<file path="src/rtl/user_pkg.sv">
// Shared types for the user-domain OBI stream writer: FSM states, OBI request/response
// structs and the packed-word record that travels from the byte packer to the word buffer.
package user_pkg;

    localparam int UserWrLenWidth = 16;

    typedef enum logic [1:0] {WrIdle, WrRun, WrDrain, WrDone} user_wr_state_e;

    typedef struct packed {
        logic [31:0] addr;
        logic        we;
        logic [3:0]  be;
        logic [31:0] wdata;
    } obi_a_chan_t;

    typedef struct packed {
        logic        req;
        obi_a_chan_t a;
    } mgr_obi_req_t;

    typedef struct packed {
        logic [31:0] rdata;
        logic        err;
    } obi_r_chan_t;

    typedef struct packed {
        logic        gnt;
        logic        rvalid;
        obi_r_chan_t r;
    } mgr_obi_rsp_t;

    typedef struct packed {
        logic [31:0] wdata;
        logic [3:0]  be;
    } user_wr_word_t;

    // Byte enables covering lanes 0..last_lane.
    function automatic logic [3:0] lane_mask(input logic [1:0] last_lane);
        case (last_lane)
            2'd0:    return 4'b0001;
            2'd1:    return 4'b0011;
            2'd2:    return 4'b0111;
            default: return 4'b1111;
        endcase
    endfunction

endpackage

</file>
<file path="src/rtl/user_obi_wr_pack.sv">
// Byte-to-word packer: byte n of a transfer lands in lane n%4; a word is emitted on the
// same cycle as the byte that completes it (lane 3 or the final byte of the transfer).
// Handshake: a byte moves when in_valid && in_ready; a word moves when out_valid && out_ready.
// in_ready mirrors out_ready, so a byte is only taken when its word (if any) can be stored.
// Optional USER_OBI_STREAM_WRITER_BYTE_STRB_EN: trailing partial word carries only its valid lanes.
module user_obi_wr_pack
    import user_pkg::*;
(
    input  logic          clk,
    input  logic          rst_n,
    input  logic          clear,
    input  logic          in_valid,
    input  logic [7:0]    in_data,
    input  logic          in_last,
    output logic          in_ready,
    output logic          out_valid,
    output user_wr_word_t out_word,
    input  logic          out_ready
);

    logic [1:0]  lane;
    logic [23:0] acc;
    logic        accept;
    logic        flush;

    assign in_ready  = out_ready;
    assign accept    = in_valid && in_ready;
    assign flush     = (lane == 2'd3) || in_last;
    assign out_valid = in_valid && flush;

    // Lanes above the current byte stay zero, which pads a trailing partial word.
    always_comb begin
        out_word = '0;
        case (lane)
            2'd0:    out_word.wdata = {24'h00_0000, in_data};
            2'd1:    out_word.wdata = {16'h0000, in_data, acc[7:0]};
            2'd2:    out_word.wdata = {8'h00, in_data, acc[15:0]};
            default: out_word.wdata = {in_data, acc};
        endcase
`ifdef USER_OBI_STREAM_WRITER_BYTE_STRB_EN
        out_word.be = lane_mask(lane);
`else
        out_word.be = 4'b1111;
`endif
    end

    always_ff @(posedge clk or negedge rst_n) begin
        if (!rst_n) begin
            lane <= 2'd0;
            acc  <= '0;
        end else if (clear) begin
            lane <= 2'd0;
            acc  <= '0;
        end else if (accept) begin
            if (flush) begin
                lane <= 2'd0;
                acc  <= '0;
            end else begin
                lane <= lane + 2'd1;
                case (lane)
                    2'd0:    acc[7:0]   <= in_data;
                    2'd1:    acc[15:8]  <= in_data;
                    default: acc[23:16] <= in_data;
                endcase
            end
        end
    end

endmodule

</file>
<file path="src/rtl/user_obi_stream_writer.sv">
// OBI manager that packs an accelerator byte stream into little-endian words and writes them
// to memory from a programmed base address. Optional macro: USER_OBI_STREAM_WRITER_BYTE_STRB_EN.
module user_obi_stream_writer
    import user_pkg::*;
#(
    parameter type         obi_req_t      = mgr_obi_req_t,
    parameter type         obi_rsp_t      = mgr_obi_rsp_t,
    parameter int unsigned MaxOutstanding = 2,
    parameter int unsigned WordFifoDepth  = 2
) (
    input  logic                      clk_i,
    input  logic                      rst_ni,
    input  logic                      start_i,
    input  logic [31:0]               base_addr_i,
    input  logic [UserWrLenWidth-1:0] len_i,
    input  logic [7:0]                data_i,
    input  logic                      valid_i,
    output logic                      ready_o,
    output obi_req_t                  obi_req_o,
    input  obi_rsp_t                  obi_rsp_i,
    output logic                      busy_o,
    output logic                      done_o,
    output logic                      error_o
);

    localparam int unsigned PtrW   = (WordFifoDepth > 1) ? $clog2(WordFifoDepth) : 1;
    localparam int unsigned CntW   = $clog2(WordFifoDepth + 1);
    localparam logic [2:0]  MaxOut = 3'(MaxOutstanding);

    user_wr_state_e            state, next_state;
    logic [31:0]               addr;
    logic [UserWrLenWidth-1:0] bytes_left;
    logic [2:0]                out_cnt;
    logic                      error;

    user_wr_word_t             mem [WordFifoDepth];
    logic [PtrW-1:0]           wr_ptr, rd_ptr;
    logic [CntW-1:0]           count;
    logic                      fifo_full, fifo_empty, push, pop;
    user_wr_word_t             head, pack_word;

    logic                      start_accept, in_run, pack_valid, pack_in_ready;
    logic                      byte_accept, issue, grant, rsp_valid;
    logic                      unused_rdata;

    assign unused_rdata = ^obi_rsp_i.r.rdata;

    assign start_accept = (state == WrIdle) && start_i;
    assign in_run       = (state == WrRun) && (bytes_left != '0);
    assign ready_o      = in_run && pack_in_ready;
    assign byte_accept  = valid_i && ready_o;

    assign fifo_full  = (count == CntW'(WordFifoDepth));
    assign fifo_empty = (count == '0);
    assign head       = mem[rd_ptr];

    // Stale responses after a mid-transfer reset are ignored rather than underflowing the count.
    assign rsp_valid = obi_rsp_i.rvalid && (out_cnt != 3'd0);
    assign issue     = ((state == WrRun) || (state == WrDrain)) && !fifo_empty &&
                       ((out_cnt < MaxOut) || rsp_valid);
    assign grant     = issue && obi_rsp_i.gnt;
    assign push      = pack_valid && !fifo_full;
    assign pop       = grant;

    user_obi_wr_pack i_pack (
        .clk       (clk_i),
        .rst_n     (rst_ni),
        .clear     (start_accept),
        .in_valid  (valid_i && in_run),
        .in_data   (data_i),
        .in_last   (bytes_left == UserWrLenWidth'(1)),
        .in_ready  (pack_in_ready),
        .out_valid (pack_valid),
        .out_word  (pack_word),
        .out_ready (!fifo_full)
    );

    always_comb begin
        next_state = state;
        case (state)
            WrIdle: begin
                if (start_i) begin
                    if ((base_addr_i[1:0] != 2'b00) || (len_i == '0)) next_state = WrDone;
                    else                                               next_state = WrRun;
                end
            end
            WrRun:   if (byte_accept && (bytes_left == UserWrLenWidth'(1))) next_state = WrDrain;
            WrDrain: if (fifo_empty && (out_cnt == 3'd0)) next_state = WrDone;
            WrDone:  next_state = WrIdle;
            default: next_state = WrIdle;
        endcase
    end

    // Request fields are only driven while req is up; they cannot change until the grant.
    always_comb begin
        obi_req_o     = '0;
        obi_req_o.req = issue;
        if (issue) begin
            obi_req_o.a.addr  = addr;
            obi_req_o.a.we    = 1'b1;
            obi_req_o.a.be    = head.be;
            obi_req_o.a.wdata = head.wdata;
        end
    end

    assign busy_o  = (state != WrIdle);
    assign done_o  = (state == WrDone);
    assign error_o = error;

    always_ff @(posedge clk_i or negedge rst_ni) begin
        if (!rst_ni) begin
            state      <= WrIdle;
            addr       <= '0;
            bytes_left <= '0;
            out_cnt    <= 3'd0;
            error      <= 1'b0;
            wr_ptr     <= '0;
            rd_ptr     <= '0;
            count      <= '0;
        end else begin
            state <= next_state;
            if (start_accept) begin
                addr       <= base_addr_i;
                bytes_left <= len_i;
                error      <= (base_addr_i[1:0] != 2'b00);
            end else begin
                if (grant)                          addr       <= addr + 32'd4;
                if (byte_accept)                    bytes_left <= bytes_left - UserWrLenWidth'(1);
                if (rsp_valid && obi_rsp_i.r.err)   error      <= 1'b1;
            end
            case ({grant, rsp_valid})
                2'b10:   out_cnt <= out_cnt + 3'd1;
                2'b01:   out_cnt <= out_cnt - 3'd1;
                default: out_cnt <= out_cnt;
            endcase
            if (push) wr_ptr <= (wr_ptr == PtrW'(WordFifoDepth - 1)) ? '0 : wr_ptr + PtrW'(1);
            if (pop)  rd_ptr <= (rd_ptr == PtrW'(WordFifoDepth - 1)) ? '0 : rd_ptr + PtrW'(1);
            case ({push, pop})
                2'b10:   count <= count + CntW'(1);
                2'b01:   count <= count - CntW'(1);
                default: count <= count;
            endcase
        end
    end

    always_ff @(posedge clk_i) begin
        if (push) mem[wr_ptr] <= pack_word;
    end

endmodule
</file>
<file path="config.mk">
export PLATFORM = sky130hd
export DESIGN_NAME = user_obi_stream_writer
export DESIGN_NICKNAME = d
export VERILOG_FILES = /design/src/rtl/user_pkg.sv /design/src/rtl/user_obi_wr_pack.sv /design/src/rtl/user_obi_stream_writer.sv
export SDC_FILE = /design/constraint.sdc
export NUM_CORES = 1
export LEC_CHECK = 0
export BUFFER_PORTS_ARGS = -buffer_cell sky130_fd_sc_hd__buf_2
export CAP_MARGIN = 20
export CORE_UTILIZATION = 27
export CTS_BUF_LIST = sky130_fd_sc_hd__clkbuf_16
export CTS_CLUSTER_SIZE = 20
export DETAILED_ROUTE_END_ITERATION = 8
export PLACE_DENSITY_LB_ADDON = 0.3
export SETUP_SLACK_MARGIN = 0.15
export SLEW_MARGIN = 20
export SYNTH_ARGS = -nofsm -noshare
export SYNTH_HDL_FRONTEND = slang
export SYNTH_SLANG_ARGS = --single-unit
</file>
<file path="constraint.sdc">
create_clock -name clk_i -period 3.7 [get_ports clk_i]
set_input_delay 0.37 -clock clk_i [delete_from_list [all_inputs] [get_ports clk_i]]
set_output_delay 0.37 -clock clk_i [all_outputs]
set_load 0.03 [all_outputs]
</file>
== Yosys cells after proc, flatten, opt, wreduce, memory -nomap -nowiden ==
Memory sizes are Yosys's and may differ from the RTL's.
Index checks and enable logic that the tools add are counted.
Cells by class
  add/sub/neg operators: 9
  reduce and logical (&&, ||, !) cells: 43
  equality and inequality tests: 16
  magnitude comparators: 1
  muxes and demuxes: 28
Operator list (number)
  32-bit one-hot mux with 3 select lines: 1
  24-bit 2-to-1 mux: 3
  69-bit 2-to-1 mux: 1
  32-bit 2-to-1 mux: 2
  32-bit by 3-bit adder with 32-bit output, second input constant: 1
  16-bit 2-to-1 mux: 2
  8-bit 2-to-1 mux: 3
  16-bit by 1-bit == test with 1-bit output, second input constant: 1
  16-bit zero test: 1
  16-bit nonzero test: 1
  2-bit nonzero test: 8
  16-bit by 1-bit subtractor with 16-bit output, second input constant: 1
  1-bit logical AND: 15
  2-bit == test, second input constant: 7
  2-bit 2-to-1 mux: 7
  3-bit nonzero test: 3
  2-bit by 1-bit == test with 1-bit output, second input constant: 4
  2-bit one-hot mux with 4 select lines: 1
  2-bit zero test: 3
  1-bit 2-to-1 mux: 6
  3-bit one-hot mux with 2 select lines: 1
  2-bit AND reduction: 3
  2-bit by 1-bit adder with 2-bit output, second input constant: 2
  1-bit logical OR: 4
  13 further kinds: 16
Word-level totals
  memories kept: 1
  flip-flop bits (word level): 84
  RAM bits: 64
  output and inout bits: 74
  logic and storage cells: 110
  bits of input ports: 95
Memories
  mem: words 2, bits a word 32, read ports 1, clocked after memory_dff 0, wr ports 1, line user_obi_stream_writer.sv:36  | user_wr_word_t mem [WordFifoDepth];

== Longest topological paths before layout ==
Gate-level depths: netlist (run 1).
  word-level depth: 7
  depth in mapped cells: 11

== Cells and area by module ==
A second synthesis (run 1) with hierarchy kept.
Unflattened totals
  cells, all modules: 714
  area total of the unflattened synthesis: 7846.3 µm²
By module, submodules not included
  user_obi_stream_writer: area each 6294.8 µm², cells an instance 571, instances 1, sequential area each 3613.5 µm²
  user_obi_wr_pack: area each 1551.5 µm², cells an instance 143, instances 1, sequential area each 650.6 µm²

== Worst setup path before layout (run 1) ==
No wires, ideal clock.
  path kind: flip-flop to flip-flop
  from: register bytes_left[0]
  to: memory mem[0][0] (netlist name) (enable)
  data arrival time: 3.059 ns
  library setup time: 0.421 ns
  path slack: 0.220 ns
  stages on the path, launching flop included: 9
  clock period less this slack: 3.480 ns
  cell sequence: dfrtp_1 inv_1 ha_1 nor3b_1 and4_1 buf_2 nor2_2 o21ai_2 nor2_1
Between the ends
  cells in the longest elaborated chain, start to end: 7
  elaborated cells on any way between the ends: 9
  those cells by class: 1 x eq/ne; 2 x mux; 6 x reduce/logical
RTL lines
  from (decl): line user_obi_stream_writer.sv:32  | logic [UserWrLenWidth-1:0] bytes_left;
  from (signal assigned): line user_obi_stream_writer.sv:124  | bytes_left <= len_i;
  from (signal assigned): line user_obi_stream_writer.sv:128  | if (byte_accept) bytes_left <= bytes_left - UserWrLenWidth'(1);
  16-bit nonzero test: line user_obi_stream_writer.sv:49  | assign in_run = (state == WrRun) && (bytes_left != '0);
  1-bit logical AND: line user_obi_stream_writer.sv:49
  1-bit logical AND: line user_obi_stream_writer.sv:69  | .in_valid (valid_i && in_run),
  1-bit logical AND (*): line user_obi_wr_pack.sv:29  | assign out_valid = in_valid && flush;
  1-bit logical AND (*): line user_obi_stream_writer.sv:62  | assign push = pack_valid && !fifo_full;
  1-bit 2-to-1 mux (*): line user_obi_stream_writer.sv:147  | if (push) mem[wr_ptr] <= pack_word;
  1-bit 2-to-1 mux (implied by the code) (*): line user_obi_stream_writer.sv:147
  to (decl): line user_obi_stream_writer.sv:36
Every way passes the cells marked *; elsewhere a longest branch is shown, timed or not.

== Worst setup path in the final report (run 1) ==
  from: register bytes_left[13]
  to: output port ready_o
Between the ends
  cells in the longest elaborated chain, start to end: 3
RTL lines
  16-bit nonzero test: line user_obi_stream_writer.sv:49
  1-bit logical AND: line user_obi_stream_writer.sv:49
  1-bit logical AND: line user_obi_stream_writer.sv:50  | assign ready_o = in_run && pack_in_ready;
  to (decl): line user_obi_stream_writer.sv:18  | output logic ready_o,
Every way passes these cells.

==> qor.yml, run 1 <==
critical_path:
  arrival_ns: 2.49
  worstSetupPathType: "flop to primary output"
  critPathSlowestCell: "nor4_1"
  crit_fanout: 8
  cp_slowest_stage_delay_ns: 0.80
  worst-endpoint-required_ns: 3.33
  crit_chain: "nor4_1 > and4_1 > nor2_1 > buf_2"
  end_kind: "primary output"
  r2r_slack_ns: 0.86
  cp-start-kind: "flop"
global_routing:
  grt_pass1_wl_um: 30200
  grt_pass1_vias: 5366
  antenna_found_initial: 1
  track_usage: 0.136
  grt_max_degree: 83
  grt_overflow: 0
synthesis:
  yosysSeqAreaShare: 0.530
  synth_fp_nets: 835
  yosysWarnings: 0
  synth_top_area_frac: 0.277
  synth_most_common_cell: "nand2_1"
  yosys-top-cells-area: "dfrtp_1 28%, edfxtp_1 25%, mux2i_1 4.9%, xnor2_1 4.5%, nand2_1 4.4%"
  synthFlopType: "dfrtp_1"
  syn_area_mm2: 0.00759
  synth_edf_count: 64
  synth_cell_type_count: 55
  ys_ff_latch: 148
  synthCells: 725
  synth_top_area_cell: "dfrtp_1"
  async_flop_share: 0.568
  ys_top_cells_by_count: "90 x nand2_1, 84 x dfrtp_1, 64 x edfxtp_1"
  avgSynthCellArea_um2: 10.5
clock_network:
  cts.path.max_buffers: 2
  numCtsBuffers: 17
  cts-hold-fix-buffers: 0
  tritoncts: "built"
  clock_sinks: 148
  cts_resized: 0
  clk_latency_ns: 0.43
  root_buffer: "clkbuf_16"
  htreeDepth: 4
  clk_pin_slew_ns: 0.07
  post_cts_buffers: 0
timing:
  min_period_ns: 2.86
  slew_violations: 0
  period_share: 0.772
  clock.fmax_mhz: 350
  timing_hold_violations_final: 0
  fin_tns_setup_ns: 0
  skew_ns: 0.0179
  tightest_slew_ns: 1.05
  rsz0062_at_grt: "false"
  fin_ws_ns: 0.842
  slew_headroom: 0.300
  setup_violations: 0
routing:
  drtIter0Drc: 375
  drtAntennaViolNets: 0
  drt_wl_total_um: 19100
  post-route-drc-count: 0
  first_pass_iters: 4
  wl_per_cell_um: 15.4
  num_vias: 5785
  drt-vias-per-instance: 4.67
min_path:
  hold_class: "input port to async pin"
power_and_ir_drop:
  seq_power_share: 0.358
  p_per_area_mw_per_mm2: 815
  p_int_uw: 4220
  switching_share: 0.443
  clkPwrFrac: 0.236
  ir_drop_v: 0.000649
  combPwrFrac: 0.405
  power_switching_uw: 3350
  power.leakage_uw: 0.00383
finish:
  layout.nets: 956
  area_growth_pct: 22.1
  drive_above_1_share: 0.233
run_status:
  status: "finished, final reports clean"
placement:
  io_buffers: 136
  hpwl_um: 12800
  dpl_worst_slack_ns: 0.866
  gp_congestion: 0.761
die:
  ioPinCount: 169
  initial_utilization: 0.274
  dieHeight_um: 170
  design.die.area_mm2: 0.0288
  die_x_um: 170
  core_area_mm2: 0.0277
  placementRows: 61
flow_run:
  cap_viol_max_count: 0
-- through the flow --
step,area (µm²),hold WS (ns),std cells,power (µW),util
finish,9270,0.0492,1238,7560,0.335
global route,9270,0.117,1237,8070,0.335
CTS,9270,0.108,1237,7650,0.335
detailed placement,8640,0.464,1205,5840,0.312
global placement,8640,0.462,1205,5800,0.312
floorplan,7590,0.0744,725,4980,-
-- layout make-up --
cell class / instances / area (µm²)
antenna: 1 / 2.50
clock buffer: 17 / 425
clock inverter: 15 / 204
fill: 2799 / 18400
inverter: 18 / 67.6
multi-input combinational: 517 / 3320
sequential: 148 / 4030
tap: 378 / 473
timing repair buffer: 144 / 756
-- worst max-delay path: cells and delay by family, from the launching register on --
family                 cells  cell delay [ns]
buffers and inverters      1             0.20
flip-flops                 1             0.43
AND/OR/NAND/NOR            3             1.45
-- power by group through the flow --
stage          combinational [µW]  sequential, µW  clock (µW)
2_1_floorplan                2450            2530           0
6_report                     3070            2710        1790
5_1_grt                      3370            2790        1910
3_5_place_dp                 3100            2740           0
4_1_cts                      3110            2710        1830
3_3_place_gp                 3060            2740           0
-- cell families (layout without fill, tap and decap cells) --
logic type / Yosys count / in the layout / synth area share
fa+ha+maj: 15 / 15 / 0.0257
buf+inv: 60 / 194 / 0.0338
mux: 37 / 37 / 0.0488
xor+xnor: 45 / 45 / 0.0519
simple gates: 305 / 305 / 0.205
other cells: 0 / 1 / 0
compound gates: 115 / 115 / 0.105
flops: 148 / 148 / 0.530
-- layer usage --
metal  GRT usage  vias up  routed length [µm]
li1            -     2828                   -
met1       0.200     2791                9740
met2       0.196      145                8180
met3      0.0261       21                 840
met4      0.0462        0                 323
met5           0        -                   0
-- registers in the layout, summed over array words and instances (netlist names), 2 cells and up --
signal	count
addr	32
bytes_left	16
count	2
i_pack.acc	24
i_pack.lane	2
mem	64
out_cnt	3
state	2
-- layout by cell type, fill, tap and decap left out, types with 8 or more instances in the layout --
master / count
a22o_1: 32
and2_1: 38
buf_2: 135
buf_4: 8
clkbuf_16: 17
dfrtp_1: 83
edfxtp_1: 64
ha_1: 14
inv_1: 18
mux2i_1: 37
nand2_1: 90
nand3_1: 28
nand4_1: 13
nor2_1: 53
nor3_1: 19
nor4_1: 19
o21ai_0: 55
xnor2_1: 39
-- path summary, 6_finish.rpt --
kind | depth (start not counted) | start | to
min reg2reg | 2 | addr[1]$_DFFE_PN0P_ | addr[1]$_DFFE_PN0P_
max in group asynchronous | 2 | rst_ni | i_pack.acc[1]$_DFFE_PN0P_
min in group clk_i | 3 | base_addr_i[7] | addr[7]$_DFFE_PN0P_
min | 1 | rst_ni | addr[6]$_DFFE_PN0P_
max | 4 | bytes_left[13]$_DFFE_PN0P_ | ready_o
max reg2reg | 8 | bytes_left[0]$_DFFE_PN0P_ | mem[1][5]$_DFFE_PP_
Power figures use the tool's default switching activity.
==> run 2: changes to the inputs <==
- ABC_AREA: unset -> 1
- clock period: 3.7 -> 2.7 ns (I/O delays scaled with it)
==> run 2 against run 1 <==
Non-clock buffer count up 14; clock-buffer cell count did not move; critical path depth increased by 4; critical endpoint is now obi_req_o[3]; largest cell class unchanged.
==> qor.yml, run 2 <==
run_status:
  status: "finished, final reports clean"
critical_path:
  r2r_cells: 13  # +5
  worstSetupPathType: "flop to primary output"
  r2r_start: "state[0]$_DFFE_PN0P_"
  arrival_ns: 2.19  # -0.30 ns
  cp-start-kind: "flop"
  worst-endpoint-required_ns: 2.43  # -0.90 ns
  end_kind: "primary output"
  crit-reg2reg-capture: "out_cnt[2]$_DFFE_PN0P_"
  crit_fanout: 33  # +25
  r2r_slack_ns: 0.35  # -0.51 ns
synthesis:
  synth_most_common_cell: "nand2_1"
  syn_area_mm2: 0.00820  # +7.9%
  synth_top_area_frac: 0.256  # -0.0203
  synth_top_area_cell: "dfrtp_1"
  ys_top_cells_by_count: "289 x nand2_1, 137 x nor2_1, 101 x inv_1"
  synth_fp_nets: 1138  # +36%
  synthCells: 1028  # +42%
  synth_cell_type_count: 45  # -18%
  ys_ff_latch: 148  # unchanged
  async_flop_share: 0.568  # unchanged
  yosysSeqAreaShare: 0.491  # -0.0389
  avgSynthCellArea_um2: 7.97  # -24%
  synthFlopType: "dfrtp_1"
  yosysWarnings: 0  # unchanged
  yosys-top-cells-area: "dfrtp_1 26%, edfxtp_1 23%, nand2_1 13%, nor2_1 6.3%, inv_1 4.6%"
  synth_edf_count: 64  # unchanged
clock_network:
  clk_pin_slew_ns: 0.07  # about the same
  cts.path.max_buffers: 2  # unchanged
  clk_latency_ns: 0.43  # about the same
  numCtsBuffers: 17  # unchanged
  htreeDepth: 4  # unchanged
  tritoncts: "built"
  clock_sinks: 148  # unchanged
  root_buffer: "clkbuf_16"
timing:
  clock.fmax_mhz: 406
  setup_violations: 0  # unchanged
  rsz0062_at_grt: "true"
  tightest_slew_ns: 0.787  # -0.263 ns
  skew_ns: 0.0120  # -0.00597 ns
  min_period_ns: 2.46
  slew_violations: 0  # unchanged
  timing_hold_violations_final: 0  # unchanged
  period_share: 0.911
  slew_headroom: 0.473  # +0.173
  fin_tns_setup_ns: 0  # unchanged
min_path:
  hold_end: "addr[1]$_DFFE_PN0P_"
  hp-start: "base_addr_i[1]"
  hold_class: "input port to flop"
  hold_path_depth: 3
power_and_ir_drop:
  p_total_uw: 12400  # +65%
  ir_drop_v: 0.000594  # -8.5%
  p_per_area_mw_per_mm2: 1230  # +51%
  power.leakage_uw: 0.00467  # +22%
die:
  die_x_um: 176  # +3.8%
  ioPinCount: 169  # unchanged
  design.die.area_mm2: 0.0311  # +7.8%
  placementRows: 63  # +3.3%
  dieHeight_um: 176  # +3.8%
  core_area_mm2: 0.0297  # +7.3%
  initial_utilization: 0.276  # +0.00169
global_routing:
  antenna_found_initial: 1  # unchanged
  grt_pass1_wl_um: 36300  # +20%
  grt_overflow: 0  # unchanged
  grt_pass1_vias: 6847  # +28%
  track_usage: 0.152  # +0.0159
  grt_max_degree: 66  # -20%
finish:
  fillers: 3154  # +13%
  mostFrequentLayoutCell: "nand2_1"
  regMostFlops: "mem"
  layout_common_cells: "289 x nand2_1, 133 x nor2_1, 112 x buf_2"
  drive_above_1_share: 0.200  # -0.0327
  post-route-cell-area_mm2: 0.0101  # +8.8%
  largestRegisters: "mem: 64 flops, addr: 32 flops, i_pack.acc: 24 flops"
  largest_reg_flops: 64  # unchanged
  layout.nets: 1271  # +33%
  area_growth_pct: 23.1
routing:
  drtAntennaViolNets: 0  # unchanged
  drt-vias-per-instance: 4.59  # -1.7%
  post-route-drc-count: 0  # unchanged
  first_pass_iters: 5  # +1
  num_vias: 7187  # +24%
  wl_per_cell_um: 14.9  # -3.4%
  drtIter0Drc: 419  # +12%
  drt_wl_total_um: 23300  # +22%
placement:
  gp_congestion: 0.875  # +15%
  hpwl_um: 16200  # +26%
  postPlaceCellArea_mm2: 0.00932  # +7.8%
  io_buffers: 136  # unchanged
flow_run:
  cap_viol_max_count: 0  # unchanged
## run 2: changes by cell type in the layout (fill, tap and decap cells not counted), sizes merged, moves of 15 or more
| cell | previous run | this run |
|---|---|---|
| o21ai | 60 | 81 |
| a21oi | 8 | 44 |
| nor4 | 21 | 1 |
| a22o | 32 | 0 |
| clkbuf | 17 | 32 |
| nand2 | 90 | 304 |
| xnor2 | 39 | 3 |
| and2 | 39 | 0 |
| nor2 | 56 | 147 |
| nand3 | 28 | 60 |
| inv | 25 | 115 |
| mux2i | 37 | 1 |
## run 2: worst max-delay path by stage
stage                                   endpoint                      start  slack (ns)
after CTS                          obi_req_o[18]       state[0]$_DFFE_PN0P_        0.15
after detailed placement  out_cnt[2]$_DFFE_PN0P_       state[0]$_DFFE_PN0P_        0.35
final                               obi_req_o[3]       state[1]$_DFFE_PN0P_        0.24
after global placement    out_cnt[2]$_DFFE_PN0P_       state[0]$_DFFE_PN0P_        0.40
after global routing               obi_req_o[10]       state[1]$_DFFE_PN0P_        0.13
after floorplan              mem[1][0]$_DFFE_PP_  bytes_left[0]$_DFFE_PN0P_        0.21
## run 2: through the flow
stage | util | hold slack (ns) | worst slack [ns] | cells
after global routing | 0.339 | 0.0644 | 0.125 | 1565
after global placement | 0.313 | 0.227 | 0.399 | 1525
final | 0.339 | 0.0613 | 0.239 | 1565
after detailed placement | 0.313 | 0.221 | 0.347 | 1525
after floorplan | - | -0.0256 | 0.205 | 1028
after CTS | 0.335 | 0.0493 | 0.147 | 1558
## run 2: metal layers
metal / track usage / vias to the layer above / wire length (µm)
met2: 0.244 / 163 / 11000
met4: 0.0587 / 0 / 469
li1: - / 3614 / -
met5: 0 / - / 0
met3: 0.0261 / 28 / 923
met1: 0.202 / 3382 / 10900
## run 2: cell type report
cell class,instances,area [µm²],area share
antenna,1,2.50,0.000248
inverter,105,399,0.0396
tap,390,488,0.0484
clock inverter,15,188,0.0186
sequential,148,4020,0.399
multi-input combinational,731,3570,0.354
timing repair buffer,158,988,0.0980
clock buffer,17,425,0.0422
## run 2: logic make-up after synthesis
| family | count (synthesis) | synth area share |
|---|---|---|
| AO/OA/AOI/OAI | 163 | 0.112 |
| XOR/XNOR | 15 | 0.0160 |
| adder cells (fa/ha/maj) | 15 | 0.0238 |
| buffers and inverters | 149 | 0.0780 |
| flip-flops | 148 | 0.491 |
| multiplexers | 1 | 0.00122 |
| AND/OR/NAND/NOR | 537 | 0.278 |
## run 2: critical path, cell delays in order (launching register included)
cell     delay [ns]
dfrtp_1        0.40
inv_1          0.11
ha_1           0.29
inv_1          0.06
nor2_2         0.14
o21ai_4        0.13
buf_12         0.21
a21oi_1        0.18
buf_2          0.22
## run 2: report_power, final
group | switching [µW] | leakage, µW | internal [µW]
Sequential | 465 | 0.00162 | 3020
Clock | 1080 | 0.000303 | 1410
Combinational | 4500 | 0.00275 | 1980
## run 2: repair_timing
action / 4_1_cts / 5_1_grt
pin swaps: 0 / 1
setup buffers: 0 / 5
cloned: 0 / 1
hold endpoints to repair: 23 / 0
setup endpoints to repair: 3 / 47
hold buffers: 1 / 0
resized for setup: 3 / 35
